`src/rtl/ecc_sector_pkg.sv`:
```
// Shared definitions for the sector ECC engine: status codes, FSM states
// and the code-width helper used to size the ECC ports.
package ecc_sector_pkg;

    localparam logic [1:0] ST_CLEAN   = 2'b00;
    localparam logic [1:0] ST_CORR    = 2'b01;
    localparam logic [1:0] ST_UNCORR  = 2'b10;
    localparam logic [1:0] ST_ECCERR  = 2'b11;

    typedef enum logic [2:0] {
        S_IDLE   = 3'd0,
        S_DATA   = 3'd1,
        S_ECCIN  = 3'd2,
        S_FIN    = 3'd3,
        S_RESULT = 3'd4
    } state_t;

    // One odd/even pair per line-index bit and per column-index bit.
    function automatic int ecc_width(input int data_w, input int sector_words);
        return 2 * ($clog2(sector_words) + $clog2(data_w));
    endfunction

endpackage

```
`src/rtl/ecc_parity_acc.sv`:
```
// Running parity accumulators for one sector: the column XOR of every
// accepted word and the odd/even line parities indexed by word number.
module ecc_parity_acc #(
    parameter  int DATA_W       = 32,
    parameter  int SECTOR_WORDS = 128,
    localparam int LW           = $clog2(SECTOR_WORDS)
) (
    input  logic              clk,
    input  logic              rst_n,
    input  logic              clr,
    input  logic              beat,
    input  logic [DATA_W-1:0] data,
    input  logic [LW-1:0]     word_idx,
    output logic [DATA_W-1:0] colacc,
    output logic [LW-1:0]     line_odd,
    output logic [LW-1:0]     line_even
);

    logic              wp_s;
    logic [LW-1:0]     line_odd_nxt_s;
    logic [LW-1:0]     line_even_nxt_s;

    function automatic logic word_parity(input logic [DATA_W-1:0] d);
        return ^d;
    endfunction

    // Fold the word parity into the odd or even slot of every index bit.
    always_comb begin
        wp_s            = word_parity(data);
        line_odd_nxt_s  = line_odd  ^ (word_idx  & {LW{wp_s}});
        line_even_nxt_s = line_even ^ (~word_idx & {LW{wp_s}});
    end

    // Accumulator registers: cleared on a new sector, updated per beat.
    always_ff @(posedge clk or negedge rst_n) begin
        if (!rst_n) begin
            colacc    <= '0;
            line_odd  <= '0;
            line_even <= '0;
        end else if (clr) begin
            colacc    <= '0;
            line_odd  <= '0;
            line_even <= '0;
        end else if (beat) begin
            colacc    <= colacc ^ data;
            line_odd  <= line_odd_nxt_s;
            line_even <= line_even_nxt_s;
        end
    end

endmodule

```
`src/rtl/ecc_sector_engine.sv`:
```
// Single-engine NAND Hamming ECC over one sector: encode emits the code,
// decode compares against the stored code beat and locates a 1-bit error.
// Optional error statistics counters: define ECC_SECTOR_STATS_EN.
module ecc_sector_engine
    import ecc_sector_pkg::*;
#(
    parameter  int DATA_W       = 32,
    parameter  int SECTOR_WORDS = 128,
    localparam int CW           = $clog2(DATA_W),
    localparam int LW           = $clog2(SECTOR_WORDS),
    localparam int ECC_W        = ecc_width(DATA_W, SECTOR_WORDS)
) (
    input  logic              clk,
    input  logic              rst_n,
    input  logic              start,
    input  logic              mode,
    input  logic              abort,
    output logic              busy,
    input  logic              in_valid,
    output logic              in_ready,
    input  logic [DATA_W-1:0] in_data,
    output logic [ECC_W-1:0]  ecc_out,
    output logic              done,
    output logic [1:0]        status,
`ifdef ECC_SECTOR_STATS_EN
    input  logic              cnt_clr,
    output logic [15:0]       cnt_corr,
    output logic [15:0]       cnt_uncorr,
`endif
    output logic [LW-1:0]     err_word,
    output logic [CW-1:0]     err_bit
);

    localparam logic [LW-1:0] LAST_WORD = LW'(SECTOR_WORDS - 1);
    localparam logic [LW-1:0] ONE_WORD  = LW'(1);

    state_t            state_r;
    logic              mode_r;
    logic [LW-1:0]     word_r;
    logic [ECC_W-1:0]  stored_r;

    logic              beat_s;
    logic              acc_clr_s;
    logic              acc_beat_s;
    logic [DATA_W-1:0] colacc_s;
    logic [LW-1:0]     line_odd_s;
    logic [LW-1:0]     line_even_s;
    logic [CW-1:0]     col_odd_s;
    logic [CW-1:0]     col_even_s;
    logic [ECC_W-1:0]  ecc_s;
    logic [ECC_W-1:0]  syn_s;
    logic              pairs_ok_s;
    logic [1:0]        status_s;

    assign beat_s     = in_valid && in_ready;
    assign acc_clr_s  = (state_r == S_IDLE) && start && !abort;
    assign acc_beat_s = beat_s && (state_r == S_DATA);

    ecc_parity_acc #(
        .DATA_W       (DATA_W),
        .SECTOR_WORDS (SECTOR_WORDS)
    ) u_acc (
        .clk       (clk),
        .rst_n     (rst_n),
        .clr       (acc_clr_s),
        .beat      (acc_beat_s),
        .data      (in_data),
        .word_idx  (word_r),
        .colacc    (colacc_s),
        .line_odd  (line_odd_s),
        .line_even (line_even_s)
    );

    // Column parity: split the accumulated column XOR by each bit-index bit.
    always_comb begin
        col_odd_s  = '0;
        col_even_s = '0;
        for (int k = 0; k < CW; k++) begin
            for (int b = 0; b < DATA_W; b++) begin
                if (b[k]) begin
                    col_odd_s[k] = col_odd_s[k] ^ colacc_s[b];
                end else begin
                    col_even_s[k] = col_even_s[k] ^ colacc_s[b];
                end
            end
        end
    end

    assign ecc_s = {line_odd_s, line_even_s, col_odd_s, col_even_s};

    // A single data-bit error flips exactly one member of every odd/even pair.
    assign pairs_ok_s = (&(syn_s[ECC_W-1 -: LW] ^ syn_s[ECC_W-LW-1 -: LW]))
                      & (&(syn_s[2*CW-1 -: CW] ^ syn_s[CW-1:0]));

    // Syndrome classification; encode always reports clean.
    always_comb begin
        syn_s    = '0;
        status_s = ST_CLEAN;
        if (mode_r) begin
            syn_s = ecc_s ^ stored_r;
            if (syn_s == '0) begin
                status_s = ST_CLEAN;
            end else if (pairs_ok_s) begin
                status_s = ST_CORR;
            end else if ($onehot(syn_s)) begin
                status_s = ST_ECCERR;
            end else begin
                status_s = ST_UNCORR;
            end
        end else begin
            syn_s    = '0;
            status_s = ST_CLEAN;
        end
    end

    // Sector FSM with registered handshake and result outputs.
    always_ff @(posedge clk or negedge rst_n) begin
        if (!rst_n) begin
            state_r  <= S_IDLE;
            mode_r   <= 1'b0;
            word_r   <= '0;
            stored_r <= '0;
            busy     <= 1'b0;
            in_ready <= 1'b0;
            done     <= 1'b0;
            ecc_out  <= '0;
            status   <= ST_CLEAN;
            err_word <= '0;
            err_bit  <= '0;
        end else if (abort && (state_r != S_IDLE)) begin
            state_r  <= S_IDLE;
            busy     <= 1'b0;
            in_ready <= 1'b0;
            done     <= 1'b0;
            ecc_out  <= '0;
            status   <= ST_CLEAN;
            err_word <= '0;
            err_bit  <= '0;
        end else begin
            case (state_r)
                S_IDLE: begin
                    done <= 1'b0;
                    if (start && !abort) begin
                        state_r  <= S_DATA;
                        mode_r   <= mode;
                        word_r   <= '0;
                        stored_r <= '0;
                        busy     <= 1'b1;
                        in_ready <= 1'b1;
                        ecc_out  <= '0;
                        status   <= ST_CLEAN;
                        err_word <= '0;
                        err_bit  <= '0;
                    end
                end
                S_DATA: begin
                    if (beat_s) begin
                        word_r <= word_r + ONE_WORD;
                        if (word_r == LAST_WORD) begin
                            in_ready <= mode_r;
                            state_r  <= mode_r ? S_ECCIN : S_FIN;
                        end
                    end
                end
                S_ECCIN: begin
                    if (beat_s) begin
                        stored_r <= in_data[ECC_W-1:0];
                        in_ready <= 1'b0;
                        state_r  <= S_FIN;
                    end
                end
                S_FIN: begin
                    ecc_out  <= ecc_s;
                    status   <= status_s;
                    err_word <= (status_s == ST_CORR) ? syn_s[ECC_W-1 -: LW] : '0;
                    err_bit  <= (status_s == ST_CORR) ? syn_s[2*CW-1 -: CW] : '0;
                    done     <= 1'b1;
                    busy     <= 1'b0;
                    state_r  <= S_RESULT;
                end
                S_RESULT: begin
                    done    <= 1'b0;
                    state_r <= S_IDLE;
                end
                default: begin
                    state_r  <= S_IDLE;
                    busy     <= 1'b0;
                    in_ready <= 1'b0;
                    done     <= 1'b0;
                end
            endcase
        end
    end

`ifdef ECC_SECTOR_STATS_EN
    // Saturating error statistics, sampled on the done pulse; clear wins.
    always_ff @(posedge clk or negedge rst_n) begin
        if (!rst_n) begin
            cnt_corr   <= 16'd0;
            cnt_uncorr <= 16'd0;
        end else if (cnt_clr) begin
            cnt_corr   <= 16'd0;
            cnt_uncorr <= 16'd0;
        end else if (done) begin
            if (((status == ST_CORR) || (status == ST_ECCERR)) && (cnt_corr != 16'hFFFF)) begin
                cnt_corr <= cnt_corr + 16'd1;
            end
            if ((status == ST_UNCORR) && (cnt_uncorr != 16'hFFFF)) begin
                cnt_uncorr <= cnt_uncorr + 16'd1;
            end
        end
    end
`endif

endmodule
```
`config.mk`:
```
export PLATFORM = sky130hd
export DESIGN_NAME = ecc_sector_engine
export DESIGN_NICKNAME = d
export VERILOG_FILES = /design/src/rtl/ecc_sector_pkg.sv /design/src/rtl/ecc_parity_acc.sv /design/src/rtl/ecc_sector_engine.sv
export SDC_FILE = /design/constraint.sdc
export NUM_CORES = 1
export LEC_CHECK = 0
export ABC_AREA = 1
export ABC_CLOCK_PERIOD_IN_PS = 5300
export CORE_MARGIN = 3
export CORE_UTILIZATION = 50
export CTS_BUF_LIST = sky130_fd_sc_hd__clkbuf_8 sky130_fd_sc_hd__clkbuf_16
export DETAILED_ROUTE_END_ITERATION = 7
export GPL_TIMING_DRIVEN = 0
export PLACE_DENSITY = 0.83
export SKIP_LAST_GASP = 1
export SLEW_MARGIN = 10
export SYNTH_ARGS = -nofsm -noshare
export SYNTH_HDL_FRONTEND = slang
export SYNTH_HIERARCHICAL = 1
export SYNTH_SLANG_ARGS = --single-unit
```
`constraint.sdc`:
```
create_clock -name clk -period 5.3 [get_ports clk]
set_input_delay 0.53 -clock clk [delete_from_list [all_inputs] [get_ports clk]]
set_output_delay 0.53 -clock clk [all_outputs]
set_load 0.01 [all_outputs]
```
* Word level (Yosys, flattened, before mapping) *
Cells that the tools add are included.

word-level totals
  input bits = 38
  output and inout bits = 41
  word-level logic and storage cells = 278
  bits in registers = 122

operators by class
  mux-type cells = 46
  reductions and logical operators = 27
  bitwise logic cells = 150
  $add $sub $neg = 24
  equality and inequality tests = 17

operators by type and width
  kind                                                              count
  1-bit XOR                                                         139
  24-bit 2-to-1 mux                                                 4
  24-bit one-hot mux with 2 select lines                            2
  32-bit 2-to-1 mux                                                 2
  7-bit 2-to-1 mux                                                  8
  32-bit XOR reduction                                              1
  32-bit XOR                                                        1
  7-bit one-hot mux with 2 select lines                             2
  1-bit by 1-bit adder with 2-bit output                            12
  24-bit zero test                                                  1
  24-bit XOR                                                        1
  7-bit XOR                                                         3
  2-bit by 2-bit adder with 3-bit output                            6
  3-bit 2-to-1 mux                                                  5
  5-bit 2-to-1 mux                                                  3
  7-bit AND                                                         2
  3-bit by 3-bit adder with 4-bit output                            3
  3-bit one-hot mux with 4 select lines                             1
  4-bit AND reduction                                               3
  2-bit 2-to-1 mux                                                  5
  5-bit one-hot mux with 2 select lines                             1
  5-bit AND reduction                                               2
  1-bit 2-to-1 mux                                                  9
  2-bit by 1-bit != test with 1-bit output (second input constant)  4
  other kinds (30)                                                  44

* Logic depth before layout (Yosys ltp) *
Gate-level depths: netlist of the first run.

  word-level depth = 30
  gate-level depth with buffers = 30

* Cells and area by module *
Netlist of the first run, hierarchy kept.

by module, submodules not included
  module             times used  sequential area each (µm²)  area each (µm²)  cells an instance
  ecc_sector_engine  1           1,901.8                     6,397.4          952
  ecc_parity_acc     1           1,151.1                     3,183.1          529

* Worst setup path before layout of the first run *
Ideal clock, no wire load.

  path kind = register to register
  start = register u_acc.colacc[28]
  end = register status[0]
  setup time = 0.117 ns
  clock period less this slack = 5.196 ns
  setup slack = 0.104 ns
  arrival = 5.080 ns
  cell stages (with the launch flop) = 28
  path buffers = 1
  required time = 5.183 ns
  path through = dfrtp_1 -> buf_2 -> inv_2 -> nand2_1 -> nand2_1 -> nand2_1 -> nand2_1 -> nand2_1 -> inv_1 -> nor2_1 -> nand3_1 -> nand3_1 -> nand2_2 -> fa_1 -> inv_1 -> fa_1 -> fa_1 -> fa_1 -> fa_1 -> inv_1 -> ha_1 -> fa_1 -> inv_1 -> o2111ai_1 -> a21oi_1 -> o21bai_2 -> nand2_1 -> nand2_1

between the ends
  word-level cells in the longest chain between the ends = 17

RTL lines
  what                                                          RTL line                  source
  start, declared                                               ecc_parity_acc.sv:14      output logic [DATA_W-1:0] colacc,
  start signal, assigned                                        ecc_parity_acc.sv:45      colacc <= colacc ^ data;
  1-bit XOR (4 in a row)                                        ecc_sector_engine.sv:81   col_odd_s[k] = col_odd_s[k] ^ colacc_s[b];
  24-bit XOR *                                                  ecc_sector_engine.sv:100  syn_s = ecc_s ^ stored_r;
  1-bit by 1-bit adder with 2-bit output (implied by the code)  ecc_sector_engine.sv:105  end else if ($onehot(syn_s)) begin
  2-bit by 2-bit adder with 3-bit output (implied by the code)  ecc_sector_engine.sv:105
  3-bit by 3-bit adder with 4-bit output (implied by the code)  ecc_sector_engine.sv:105
  4-bit by 4-bit adder with 5-bit output (implied by the code)  ecc_sector_engine.sv:105
  5-bit by 4-bit adder with 5-bit output (implied by the code)  ecc_sector_engine.sv:105
  5-bit by 1-bit == test with 1-bit output                      ecc_sector_engine.sv:105
  1-bit 2-to-1 mux                                              ecc_sector_engine.sv:105
  2-bit 2-to-1 mux                                              ecc_sector_engine.sv:103  end else if (pairs_ok_s) begin
  2-bit 2-to-1 mux *                                            ecc_sector_engine.sv:101  if (syn_s == '0) begin
  2-bit 2-to-1 mux *                                            ecc_sector_engine.sv:99   if (mode_r) begin
  2-bit one-hot mux with 2 select lines *                       ecc_sector_engine.sv:140  case (state_r)
  2-bit 2-to-1 mux *                                            ecc_sector_engine.sv:130  end else if (abort && (state_r != S_IDLE)) begin
  end signal, assigned                                          ecc_sector_engine.sv:174  status <= status_s;
  end, declared                                                 ecc_sector_engine.sv:24   output logic [1:0] status,

Every way passes the cells marked *; elsewhere a longest branch is shown, timed or not.
A chain may end at the register's enable or synchronous reset.

* Worst setup path in the final report of the first run *
  start = register u_acc.colacc[16]
  end = register status[0]

between the ends
  word-level cells in the longest chain between the ends = 28

RTL lines
  what                                                          RTL line
  1-bit XOR (15 in a row)                                       ecc_sector_engine.sv:81
  24-bit XOR *                                                  ecc_sector_engine.sv:100
  1-bit by 1-bit adder with 2-bit output (implied by the code)  ecc_sector_engine.sv:105
  2-bit by 2-bit adder with 3-bit output (implied by the code)  ecc_sector_engine.sv:105
  3-bit by 3-bit adder with 4-bit output (implied by the code)  ecc_sector_engine.sv:105
  4-bit by 4-bit adder with 5-bit output (implied by the code)  ecc_sector_engine.sv:105
  5-bit by 4-bit adder with 5-bit output (implied by the code)  ecc_sector_engine.sv:105
  5-bit by 1-bit == test with 1-bit output                      ecc_sector_engine.sv:105
  1-bit 2-to-1 mux                                              ecc_sector_engine.sv:105
  2-bit 2-to-1 mux                                              ecc_sector_engine.sv:103
  2-bit 2-to-1 mux *                                            ecc_sector_engine.sv:101
  2-bit 2-to-1 mux *                                            ecc_sector_engine.sv:99
  2-bit one-hot mux with 2 select lines *                       ecc_sector_engine.sv:140
  2-bit 2-to-1 mux *                                            ecc_sector_engine.sv:130

Marks and branches as above.

==> metrics.md, run 1 <==
| Metric | Value |
|---|---|
| Die Span Y | `144 um` |
| MaxCap Viol Count | `0` |
| Grt ovf | `0` |
| Worst r2r src | `u_acc/colacc[16]` |
| Placed cells | `1789` |
| Cell Rows | `49` |
| Clk buf depth | `2` |
| Num CTS Buffers | `17` |
| Crit Path Class | `flop to flop` |
| DIE WIDTH | `144 um` |
| Initial antenna violation count | `0` |
| Layout area overhead | `22.2%` |
| Synth area leader | `dfrtp_1` |
| Worst Hold Class | `input port to async pin` |
| Crit path launch | `u_acc/colacc[16]` |
| Post-synth ARST share | `100%` |
| CP Capture Point | `status[0]` |
| Worst endpoint required time | `5.61 ns` |
| Post-route ant nets | `0` |
| Final setup violation count | `1` |
| Most frequent cells after synthesis | `nand2_1 (588), inv_1 (173), nand3_1 (149)` |
| Iter 0 DRT Violations | `1013` |
| Fraction of layout cells with a size suffix above 1 | `14.7%` |
| Avg WL per Cell | `15.8 um` |
| Remaining DRCs | `0` |
| Design Area, Final | `11700 um^2` |
| Yosys warns | `6` |
| Max-slew violations | `0` |
| R2R Setup Slk | `-0.05 ns` |
| Slew at the pin closest to its max-slew limit | `1.03 ns` |
| H-tree depth | `4` |
| Global-route wire length before repair | `around 47000 um` |
| Via density | `5.49` |
| Via count | `10146` |
| Post-DP Area | `10700 um^2` |
| Period utilization | `101%` |
| CP endpoint kind | `flop` |
| Cell with the most instances after synthesis | `nand2_1` |
| CTS tree | `done` |
| Starting Density | `about 52%` |
| DR pass1 iterations | `6` |
| Final RePlAce weighted congestion | `0.958` |
| Post-DP HPWL | `21100 um` |
| Crit Path Max Fanout | `4` |
| Failing checks | `negative setup slack` |
| Post-synthesis cell count | `1481` |
| Critical Path AT | `around 5.7 ns` |
| IO Pins | `79` |
| Hold_buf cts | `0` |
| Worst clock skew | `approximately 0.0093 ns` |
| Worst relative slew slack | `between 30% and 40%` |
| Worst Reg-to-Reg Cells | `25` |
| Largest net degree at the start of global routing | `70` |
| Number of synthesized register bits | `122` |
| Tot GR Track Use | `28.5%` |
| Post-layout util | `63.6%` |
| CTS Sinks | `122` |
| Worst R2R End | `status[0]` |
| Final-report hold violation count | `0` |
| Core area | `approximately 18000 um^2` |
| Outcome | `complete, but fails checks` |
| Part of the Yosys area used for sequential elements | `a little under a third` |
| Die area | `roughly 21000 um^2` |
| Post-synth design cell area | `9580 um^2` |
| Count of different cell masters after synthesis | `between 40 and 50` |
| Number of global-route vias before repair | `9609` |
| Synth area leaders | `dfrtp_1 (32%), nand2_1 (23%), nand3_1 (7.8%)` |
| EDFF count, synth | `0` |
| Finished Layout Cells | `1849` |
| Clk root buf | `clkbuf_16` |
| Synthesized net count | `1544` |
| Port bufs | `78` |
| Unrepaired setup endpoints after global routing | `yes` |
| Setup slack after layout | `-0.0487 ns` |
| Worst-Skew Late Latency | `roughly 0.43 ns` |
| Routed wire length | `between 20000 and 30000 um` |
| Max Freq | `roughly 190 MHz` |
| Nets | `1670` |
| Worst setup SP type | `flop` |
| Post-synth top flop | `dfrtp_1` |
| Hold slack | `0.0495 ns` |
| Crit path time final | `about 5.3 ns` |
| Clock transition at the registers of the reported paths | `0.06 ns` |
| Inserted Diodes | `0` |
| Avg Cell Area, Syn | `6.47 um^2` |
| Top-area cell type share of the netlist area | `31.9%` |
worst max-delay path, stage by stage, from the launching register on:
cell       delay (ns)
dfrtp_2          0.46
inv_1            0.12
nand2_2          0.08
nand2_2          0.09
nand2_1          0.07
nand3_1          0.11
nand2_1          0.08
nand2_1          0.15
nand3_1          0.12
nand3_1          0.12
nand2_2          0.09
fa_1             0.54
inv_1            0.05
fa_1             0.52
fa_1             0.43
fa_1             0.47
fa_1             0.54
inv_1            0.04
ha_2             0.19
fa_1             0.49
inv_1            0.04
o2111ai_1        0.08
a21oi_1          0.06
o21bai_2         0.18
nand2_1          0.06
nand2_1          0.05
cell usage in the layout (no fill, tap or decap), drive strengths merged, types with 18 or more instances in the layout:
master,count
nand2,631
inv,200
nand3,152
dfrtp,122
nor2,111
clkdlybuf4s50,77
buf,54
o21ai,48
a21oi,43
clkbuf,37
xnor2,32
xor2,18
routing by layer:
layer,track usage (%),vias up,routed length (um)
met5,0,-,0
met4,11.3,0,1010
met3,5.69,84,2390
met2,47.2,474,13800
met1,36.8,4726,12000
li1,-,4862,-
area by class of cell:
cell class | instances | area, um^2
fillers | 1558 | 6690
multi-input cells | 1119 | 5710
flip-flops and latches | 122 | 3070
repair buffers | 108 | 1030
inverters | 196 | 736
clock buffers | 17 | 425
well taps | 229 | 287
plain buffers | 43 | 283
clock inverters | 15 | 165
registers in the layout (all words and copies together), names as in the netlist:
| signal | flops |
|---|---|
| word_r | 7 |
| status | 2 |
| err_bit | 5 |
| stored_r | 24 |
| done | 1 |
| mode_r | 1 |
| err_word | 7 |
| u_acc/line_odd | 7 |
| state_r | 3 |
| in_ready | 1 |
| ecc_out | 24 |
| u_acc/line_even | 7 |
| u_acc/colacc | 32 |
| busy | 1 |
repair_timing:
action,CTS,global route
endpoints found under the setup margin,1,1
buffers inserted,28,1
hold endpoints to repair,0,0
pin swaps,16,0
resized for setup,77,2
per-stage QoR:
| stage | setup TNS [ns] | worst slack, ns |
|---|---|---|
| floorplan | 0 | 0.104 |
| global placement | -124.73 | -1.03 |
| detailed placement | -0.341 | -0.341 |
| CTS | 0 | 0.0236 |
| global route | -0.314 | -0.314 |
| finish | -0.0487 | -0.0487 |
worst min path at each step:
stage | to | slack [ns] | cells past startpoint | from
5_1_grt | u_acc/colacc[27] | 0.09 | 1 | rst_n
2_1_floorplan | busy | 0.23 | 0 | rst_n
3_3_place_gp | err_bit[4] | 0.46 | 2 | err_bit[4]
6_report | u_acc/colacc[27] | 0.05 | 1 | rst_n
3_5_place_dp | err_bit[4] | 0.46 | 2 | err_bit[4]
4_1_cts | u_acc/colacc[28] | 0.07 | 1 | rst_n
cells by family (layout without fill, tap and decap cells):
group | count (synthesis) | after routing | share of synthesized area, %
flops | 122 | 122 | 31.9
compound gates | 122 | 122 | 7.77
simple gates | 922 | 922 | 41.0
fa+ha+maj | 25 | 25 | 4.60
buf+inv | 240 | 379 | 10.1
xor+xnor | 50 | 50 | 4.65
Power of run 1 is not shown: default switching activity piles up to over one toggle a cycle in this logic, so the estimate is an artifact.
==> run 2, diff against run 1 <==
--- a/config.mk
+++ b/config.mk
@@ -5,14 +5,13 @@
 export SDC_FILE = /design/constraint.sdc
 export NUM_CORES = 1
 export LEC_CHECK = 0
-export ABC_AREA = 1
 export ABC_CLOCK_PERIOD_IN_PS = 5300
 export CORE_MARGIN = 3
 export CORE_UTILIZATION = 50
-export CTS_BUF_LIST = sky130_fd_sc_hd__clkbuf_8 sky130_fd_sc_hd__clkbuf_16
+export CTS_BUF_LIST = sky130_fd_sc_hd__clkbuf_8
 export DETAILED_ROUTE_END_ITERATION = 7
 export GPL_TIMING_DRIVEN = 0
-export PLACE_DENSITY = 0.83
+export PLACE_DENSITY = 0.85
 export SKIP_LAST_GASP = 1
 export SLEW_MARGIN = 10
 export SYNTH_ARGS = -nofsm -noshare
==> run 2 against run 1 <==
Against the previous run:
- the flow still finishes with violations (negative setup slack)
- hold slack better by 0.43 ns
- register-to-register slack worse by 0.48 ns
- synthesized cell count is 52% lower
- critical path depth is 9 lower
- via count is 45% lower
- final area is 24% lower
==> metrics.md, run 2 <==
| Metric | Value |
|---|---|
| Worst endpoint required time | `5.69 ns` |
| Yosys warns | `6` |
| Post-synth ARST share | `between 90% and 100%` |
| Most frequent cells after synthesis | `dfrtp_1 (122), nand2_1 (112), xnor2_1 (91)` |
| MaxCap Viol Count | `0` |
| Setup slack after layout | `-0.527 ns` |
| Initial antenna violation count | `0` |
| Top Registers | `u_acc/colacc (32), ecc_out (24), stored_r (24)` |
| Crit Path Max Fanout | `4` |
| IO Pins | `79` |
| Register name with the most flops | `u_acc/colacc` |
| CP endpoint kind | `flop` |
| Slew at the pin closest to its max-slew limit | `roughly 0.93 ns` |
| CTS tree | `done` |
| Crit path time final | `5.83 ns` |
| Max reg flops | `32` |
| Inserted Diodes | `0` |
| Outcome | `complete, but fails checks` |
| Hold Crit Start | `stored_r[7]` |
| Nets | `884` |
| Layout area overhead | `23.5%` |
| Synth area leaders | `dfrtp_1 (42%), xnor2_1 (11%), xor2_1 (7.5%)` |
| Final-report hold violation count | `0` |
| Routed wire length | `18500 um` |
| Worst r2r src | `u_acc/colacc[17]` |
| Period utilization | `110%` |
| Max-slew violations | `0` |
| Failing checks | `negative setup slack` |
| Final RePlAce weighted congestion | `between 0.9 and 1` |
| Post-synth top flop | `dfrtp_1` |
| Iter 0 DRT Violations | `535` |
| Number of synthesized register bits | `122` |
| Post-synthesis cell count | `between 700 and 800` |
| Hold depth | `2` |
| EDFF count, synth | `0` |
| Worst clock skew | `around 0.0085 ns` |
| Via count | `5630` |
| Worst Reg-to-Reg Cells | `16` |
| Worst-Skew Late Latency | `0.45 ns` |
| Tot GR Track Use | `24.1%` |
| Avg Cell Area, Syn | `10.2 um^2` |
| Top-area cell type share of the netlist area | `a little over two fifths` |
| DR pass1 iterations | `5` |
| Die Span Y | `126 um` |
| Worst R2R End | `status[0]` |
| Clock transition at the registers of the reported paths | `0.07 ns` |
| Cell Rows | `43` |
| Fraction of layout cells with a size suffix above 1 | `10.8%` |
| Worst Hold Class | `flop to flop` |
| Multi-input gate area | `around 4100 um^2` |
| Num CTS Buffers | `17` |
| Place WS | `-0.708 ns` |
| H-tree depth | `4` |
| Count of different cell masters after synthesis | `48` |
| Final setup violation count | `1` |
| Crit Path Class | `flop to flop` |
| Filler cell count | `1090` |
| Part of the Yosys area used for sequential elements | `42.3%` |
| Global-route wire length before repair | `30100 um` |
| Post-synth design cell area | `approximately 7000 um^2` |
| Starting Density | `51.6%` |
| Most frequent cells in the layout | `dfrtp_1 (120), nand2_1 (112), xnor2_1 (80), clkdlybuf4s50_1 (77), xor2_1 (59)` |
| Worst relative slew slack | `37.8%` |
| Via density | `5.56` |
| Remaining DRCs | `0` |
| Clk buf depth | `2` |
| CTS Sinks | `122` |
| R2R Setup Slk | `-0.53 ns` |
| Hold Path Sink | `stored_r[7]` |
| Core area | `14000 um^2` |
| Clk root buf | `clkbuf_8` |
| Commonest non-fill, non-tap cell in the layout | `dfrtp_1` |
| Synth area leader | `dfrtp_1` |
| Post-DP HPWL | `13300 um` |
| Number of global-route vias before repair | `5829` |
| DIE WIDTH | `126 um` |
| Avg WL per Cell | `about 18 um` |
| Critical Path AT | `6.21 ns` |
| Post-route ant nets | `0` |
| Worst setup SP type | `flop` |
| Die area | `around 16000 um^2` |
| Port bufs | `78` |
| Cell with the most instances after synthesis | `dfrtp_1` |
| Unrepaired setup endpoints after global routing | `yes` |
| Largest net degree at the start of global routing | `93` |
| Grt ovf | `0` |
| Synthesized net count | `between 700 and 800` |
| Register area | `3060 um^2` |
| Max Freq | `172 MHz` |
-- run 2: changes by cell type after synthesis, moves of 11 or more --
| cell | previous run | this run |
|---|---|---|
| xor2_1 | 18 | 62 |
| nor2_2 | 13 | 0 |
| nand3_1 | 149 | 33 |
| a21oi_1 | 43 | 24 |
| inv_2 | 22 | 0 |
| xnor3_1 | 0 | 13 |
| nand2_2 | 38 | 0 |
| nor2_1 | 97 | 44 |
| nand2_1 | 588 | 112 |
| inv_1 | 173 | 28 |
| o21ai_0 | 40 | 29 |
| xnor2_1 | 31 | 91 |
-- run 2: cell type report --
type	count	share of cell area [%]
clock inverters	11	1.46
well taps	180	2.53
flip-flops and latches	122	34.3
multi-input cells	530	45.5
inverters	28	1.18
plain buffers	29	1.63
repair buffers	93	10.3
clock buffers	20	3.09
-- run 2: worst max-delay path, stage by stage, from the launching register on --
cell     delay (ns)
dfrtp_1        0.48
xnor3_1        0.46
xnor3_2        0.35
xnor3_2        0.37
xnor2_2        0.20
fa_1           0.59
fa_1           0.46
fa_1           0.57
fa_1           0.46
fa_1           0.51
inv_1          0.04
ha_2           0.18
fa_1           0.45
nor4_2         0.18
nand3_1        0.13
nor4_2         0.18
a211o_1        0.13
-- run 2: per-stage QoR --
stage	hold WS, ns	cells	utilization [%]	instance area (um^2)	setup TNS, ns
2_1_floorplan	0.234	709	-	7240	-0.212
3_3_place_gp	0.458	967	58.9	8250	-119.72
3_5_place_dp	0.429	968	59.2	8270	-0.708
4_1_cts	0.478	1011	63.3	8850	-0.452
5_1_grt	0.494	1013	63.7	8910	-0.794
6_report	0.477	1013	63.7	8910	-0.527
-- run 2: worst max-delay path by stage --
| stage | cells past startpoint | slack [ns] | end | from |
|---|---|---|---|---|
| detailed placement | 18 | -0.71 | status[0] | u_acc/colacc[19] |
| floorplan | 18 | -0.21 | status[0] | u_acc/colacc[27] |
| CTS | 18 | -0.45 | status[0] | u_acc/colacc[1] |
| finish | 16 | -0.53 | status[0] | u_acc/colacc[17] |
| global placement | 1 | -0.99 | ecc_out[18] | rst_n |
| global route | 18 | -0.79 | status[0] | u_acc/colacc[28] |
-- run 2: cells by family after synthesis --
kind of cell	count (synthesis)	share of synthesized area, %
AO/OA/AOI/OAI	93	8.48
multiplexers	1	0.139
AND/OR/NAND/NOR	240	15.3
flip-flops	122	42.3
XOR/XNOR	171	24.2
buffers and inverters	57	3.47
adder cells (fa/ha/maj)	25	6.10
-- run 2: repair_timing --
item	CTS	global route
pin swaps	14	5
resized for setup	17	5
endpoints found under the setup margin	1	1
hold buffers	1	0
buffers inserted	11	2
hold endpoints to repair	30	0
-- run 2: per-layer routing --
metal	part of all wire [%]	vias to the layer above	routed length [um]	global-route usage (%)
met5	0	-	0	0
li1	-	2576	-	-
met3	8.2	44	1520	5.94
met1	42	2751	7840	32.5
met4	3.0	0	557	10.7
met2	47	259	8630	37.2
Power of run 2 is left out for the same reason.
